<file path="src/rtl/adder_defs_pkg.sv">
// Shared definitions for the chunked serial adder: FSM state encodings and
// the index-counter width helper.
package adder_defs;

  typedef enum logic [1:0] {
    ST_IDLE = 2'd0,
    ST_RUN  = 2'd1,
    ST_DONE = 2'd2
  } state_t;

  // A counter for n chunks needs $clog2(n) bits, but never fewer than one.
  function automatic int idx_width(input int n);
    return (n > 1) ? $clog2(n) : 1;
  endfunction

endpackage

</file>
<file path="src/rtl/chunk_ripple_adder.sv">
// CHUNK-bit combinational ripple slice built from full_adder cells.
// Zero latency; no handshake, purely combinational.
module full_adder (
  input  logic x,
  input  logic y,
  input  logic ci,
  output logic s,
  output logic co
);
  assign s  = x ^ y ^ ci;
  assign co = (x & y) | (x & ci) | (y & ci);
endmodule

module chunk_ripple_adder #(
  parameter int CHUNK = 4
) (
  input  logic [CHUNK-1:0] x,
  input  logic [CHUNK-1:0] y,
  input  logic             ci,
  output logic [CHUNK-1:0] s,
  output logic             co
);
  logic [CHUNK:0] c;

  assign c[0] = ci;

  for (genvar i = 0; i < CHUNK; i++) begin : g_bit
    full_adder u_fa (
      .x  (x[i]),
      .y  (y[i]),
      .ci (c[i]),
      .s  (s[i]),
      .co (c[i+1])
    );
  end

  assign co = c[CHUNK];
endmodule

</file>
<file path="src/rtl/chunked_serial_adder.sv">
// Multi-cycle add/sub: WIDTH-bit operands through one CHUNK-bit slice, out_valid NUM_CHUNKS edges after accept.
// Result is held in DONE until out_ready; in_ready follows out_ready there so retire and accept can share an edge.
module chunked_serial_adder
  import adder_defs::*;
#(
  parameter int WIDTH = 16,
  parameter int CHUNK = 4
) (
  input  logic             clk,
  input  logic             rst_n,
  input  logic             in_valid,
  output logic             in_ready,
  input  logic [WIDTH-1:0] a,
  input  logic [WIDTH-1:0] b,
  input  logic             sub,
  input  logic             cin,
  output logic             out_valid,
  input  logic             out_ready,
  output logic [WIDTH-1:0] sum,
  output logic             cout,
  output logic             ovf
);
  localparam int NUM_CHUNKS = WIDTH / CHUNK;
  localparam int IDXW       = idx_width(NUM_CHUNKS);
  localparam logic [IDXW-1:0] LAST_IDX = IDXW'(NUM_CHUNKS - 1);

  if (CHUNK < 1 || CHUNK > WIDTH || (WIDTH % CHUNK) != 0) begin : g_bad_params
    $error("chunked_serial_adder: WIDTH must be a multiple of CHUNK and 1 <= CHUNK <= WIDTH");
  end

  state_t            state_q, state_d;
  logic [IDXW-1:0]   idx_q;
  logic [WIDTH-1:0]  a_q, b_q, sum_q;
  logic              carry_q, cout_q, ovf_q;
  logic [CHUNK-1:0]  a_chunk, b_chunk, s_chunk;
  logic              co_chunk;
  logic              last_chunk;
  logic              accept;

  assign a_chunk    = a_q[int'(idx_q)*CHUNK +: CHUNK];
  assign b_chunk    = b_q[int'(idx_q)*CHUNK +: CHUNK];
  assign last_chunk = (idx_q == LAST_IDX);
  assign accept     = in_valid && in_ready;

  chunk_ripple_adder #(.CHUNK(CHUNK)) u_slice (
    .x  (a_chunk),
    .y  (b_chunk),
    .ci (carry_q),
    .s  (s_chunk),
    .co (co_chunk)
  );

  always_comb begin
    state_d   = state_q;
    in_ready  = 1'b0;
    out_valid = 1'b0;
    case (state_q)
      ST_IDLE: begin
        in_ready = 1'b1;
        if (in_valid) state_d = ST_RUN;
      end
      ST_RUN: begin
        if (last_chunk) state_d = ST_DONE;
      end
      ST_DONE: begin
        out_valid = 1'b1;
        in_ready  = out_ready;
        if (out_ready) state_d = in_valid ? ST_RUN : ST_IDLE;
      end
      default: state_d = ST_IDLE;
    endcase
  end

  always_ff @(posedge clk or negedge rst_n) begin
    if (!rst_n) begin
      state_q <= ST_IDLE;
      idx_q   <= '0;
      a_q     <= '0;
      b_q     <= '0;
      carry_q <= 1'b0;
      sum_q   <= '0;
      cout_q  <= 1'b0;
      ovf_q   <= 1'b0;
    end else begin
      state_q <= state_d;
      if (accept) begin
        // Subtraction is a + ~b + 1, so the slice never needs to know the mode.
        a_q     <= a;
        b_q     <= sub ? ~b : b;
        carry_q <= sub ? 1'b1 : cin;
        idx_q   <= '0;
      end else if (state_q == ST_RUN) begin
        sum_q[int'(idx_q)*CHUNK +: CHUNK] <= s_chunk;
        carry_q <= co_chunk;
        idx_q   <= last_chunk ? '0 : idx_q + IDXW'(1);
        if (last_chunk) begin
          cout_q <= co_chunk;
          ovf_q  <= (a_q[WIDTH-1] == b_q[WIDTH-1]) && (s_chunk[CHUNK-1] != a_q[WIDTH-1]);
        end
      end
    end
  end

  assign sum  = sum_q;
  assign cout = cout_q;
  assign ovf  = ovf_q;
endmodule

</file>
<file path="config.mk">
export PLATFORM = sky130hd
export DESIGN_NAME = chunked_serial_adder
export DESIGN_NICKNAME = d
export VERILOG_FILES = /design/src/rtl/adder_defs_pkg.sv /design/src/rtl/chunk_ripple_adder.sv /design/src/rtl/chunked_serial_adder.sv
export SDC_FILE = /design/constraint.sdc
export NUM_CORES = 1
export LEC_CHECK = 0
export ABC_AREA = 1
export CAP_MARGIN = 30
export CORE_ASPECT_RATIO = 1.2
export CORE_MARGIN = 5
export CORE_UTILIZATION = 45
export CTS_CLUSTER_DIAMETER = 60
export DETAILED_ROUTE_END_ITERATION = 8
export GPL_ROUTABILITY_DRIVEN = 0
export PLACE_DENSITY = 0.84
export RECOVER_POWER = 50
export SYNTH_ARGS = -nofsm -noshare
export SYNTH_HDL_FRONTEND = slang
export SYNTH_SLANG_ARGS = --single-unit
export TNS_END_PERCENT = 1
</file>
<file path="constraint.sdc">
create_clock -name clk -period 9.1 [get_ports clk]
set_input_delay 0.91 -clock clk [delete_from_list [all_inputs] [get_ports clk]]
set_output_delay 0.91 -clock clk [all_outputs]
set_load 0.01 [all_outputs]
</file>
==> run metrics <==
DR DRC count 0; Final Core Density 57.0%; CTS tree yes; first-iteration detailed-routing DRC count around 110; initial antenna violation count 0; failing checks capacitance limit, slew limit; Fmax 0.254 GHz; critical path type reg -> reg; hold depth 2; fraction of layout cells with a size suffix above 1 4.42%; syn_nets 383; WL/cell between 10 and 15 um; Clock transition at path regs around 90 ps; WL final ~5.8 mm; synthesized instance count 335; Bufs on Longest Clock Path 2; # diodes 0; setup_tns 0 ps; GRT Util Overall 15.8%; min-delay worst type reg -> reg; Setup crit start kind register; post-route ant nets 0; via count 2277; number of setup buffers added after CTS 0; RSZ-0062 raised after global routing no; TritonCTS Buffers 5; post-cts sizing count 0; Post-Syn Area per Cell 8.44 um2; number of distinct library cells after synthesis 22; Root Buffer clkbuf_8; Setup crit end sum[7]; Lkg Pwr 0.00165 uW; largest net degree at the start of global routing 56; vias in the first global route 2301; die area 7970 um2; PortBufs 57; met2 Resource Use GR about 28%; mapped cell area 2830 um2; crit-path max FO 32; vias per cell around 4.9; Clock Skew 6.77 ps; met1 Use GR 19.2%; worst-skew pair later-pin latency 300 ps; Slew Viols, Final 56; register area share after synthesis 48.7%; Pwr Total 1200 uW; num rows 31; status finished, violations left; CTS Hold Bufs 0; fin crit share 43.3%; Worst Setup SP idx_q[0]; Nets 433; WHS 485 ps; max_cap viols 1; dpl hpwl 4.44 mm; Fin. Hold Viols 0; #FFs+latches synth 55; R2R Setup Slk 5160 ps; grt total ovfl 0; worst r2r path cells 13; worst r2r dst sum[7]; Starting Density 46.4%; Slew HR -88.0%; Critical Path Sink Type register; Sink Count 55; Final Setup Violations 0; I/O pin count 58; Slew @ Worst Pin 2820 ps; YS warnings 0; Worst R2R Start idx_q[0]; H-Tree Depth 2; maximum vdd drop 0.178 mV; first-pass GRT wire length 10.1 mm; Area Overhead vs Synth 22.8%; layer with the highest usage met2; core area 6090 um2; Die Ht 96.8 um; Period minus WS final 3940 ps; critical path arrival 4160 ps; TritonRoute pass-1 iters 5; PD cells 345 nW/um2; met3 GRT Util under 10%; critical path required time 9320 ps; die width 82.3 um
## cell usage after synthesis, drive strengths merged
library cell / instances / area (um2)
ha: 6 / 75.1
inv: 19 / 71.3
o211ai: 2 / 15.0
xnor2: 16 / 140
dfrtp: 55 / 1380
nand2: 122 / 490
nor3: 2 / 10.0
nor2: 21 / 91.3
nand3: 27 / 135
o21ai: 44 / 220
fa: 4 / 80.1
nand3b: 2 / 15.0
clkbuf: 1 / 3.75
buf: 14 / 103
## worst min path at each step
stage,start,end
3_5_place_dp,a_q[1],a_q[1]
4_1_cts,a_q[1],a_q[1]
6_report,sum[13],sum[13]
5_1_grt,a_q[4],a_q[4]
3_3_place_gp,sum[12],sum[12]
2_1_floorplan,a_q[12],a_q[12]
## logic make-up (layout without fill, tap and decap cells)
group                      Yosys count  after routing  synth area share, %
AOI/OAI and AO/OA                   46             46                 8.32
xor gates and xnor gates            16             16                 4.96
adders and majority gates           10             10                 5.49
buffers and inverters               34             84                 6.29
DFF                                 55             55                 48.7
and+or+nand+nor                    174            174                 26.3
## worst max-delay path, cell delays in order, from the launching register on
cell     delay (ps)
dfrtp_1        1000
inv_1           530
o21ai_0         300
o21ai_0         130
fa_1            370
inv_1            70
fa_1            190
fa_1            170
inv_1            50
fa_1            520
inv_1            80
nor2_1          160
nand3_1         100
o21ai_0         180
## final cells by class
cell class                 instances  area, um2
multi-input combinational        246       1260
clock inverter                     1       5.00
tap                               82        103
inverter                          19       71.3
sequential                        55       1380
fill                             577       2620
clock buffer                       6       82.6
timing repair buffer              58        569
## sequential cells by signal (all words and copies together) (netlist names)
| signal | flops |
|---|---|
| cout | 1 |
| carry_q | 1 |
| a_q | 16 |
| b_q | 16 |
| ovf | 1 |
| state_q | 2 |
| idx_q | 2 |
| sum | 16 |
## cells in the final DEF (no fill, tap or decap), types with 3 or more instances in the layout
cell / instances
nand2_1: 118
dfrtp_1: 55
clkdlybuf4s50_1: 48
o21ai_0: 39
nand3_1: 27
nor2_1: 18
inv_1: 17
xnor2_1: 16
dlygate4sd3_1: 8
ha_1: 6
clkbuf_8: 6
o21ai_1: 5
fa_1: 4
nand2_4: 3
## routing by layer
| layer | part of all wire (%) | up-vias |
|---|---|---|
| met2 | 54 | 53 |
| met5 | 0 | - |
| met1 | 40 | 1055 |
| met3 | 5.0 | 7 |
| met4 | 0.82 | 0 |
| li1 | - | 1162 |
## power by group
| part | internal, uW | switching (uW) | total (uW) |
|---|---|---|---|
| clock | 59.9 | 73.1 | 133 |
| combinational | 255 | 370 | 625 |
| sequential | 351 | 89.7 | 440 |
## stage by stage
stage | cell area [um2] | instances | setup slack [ps]
6_report | 3470 | 467 | 5160
5_1_grt | 3470 | 467 | 4880
4_1_cts | 3480 | 467 | 5150
3_5_place_dp | 3400 | 460 | 5210
3_3_place_gp | 3400 | 460 | 5470
2_1_floorplan | 2830 | 335 | 6190
Power figures use the tool's default switching activity.
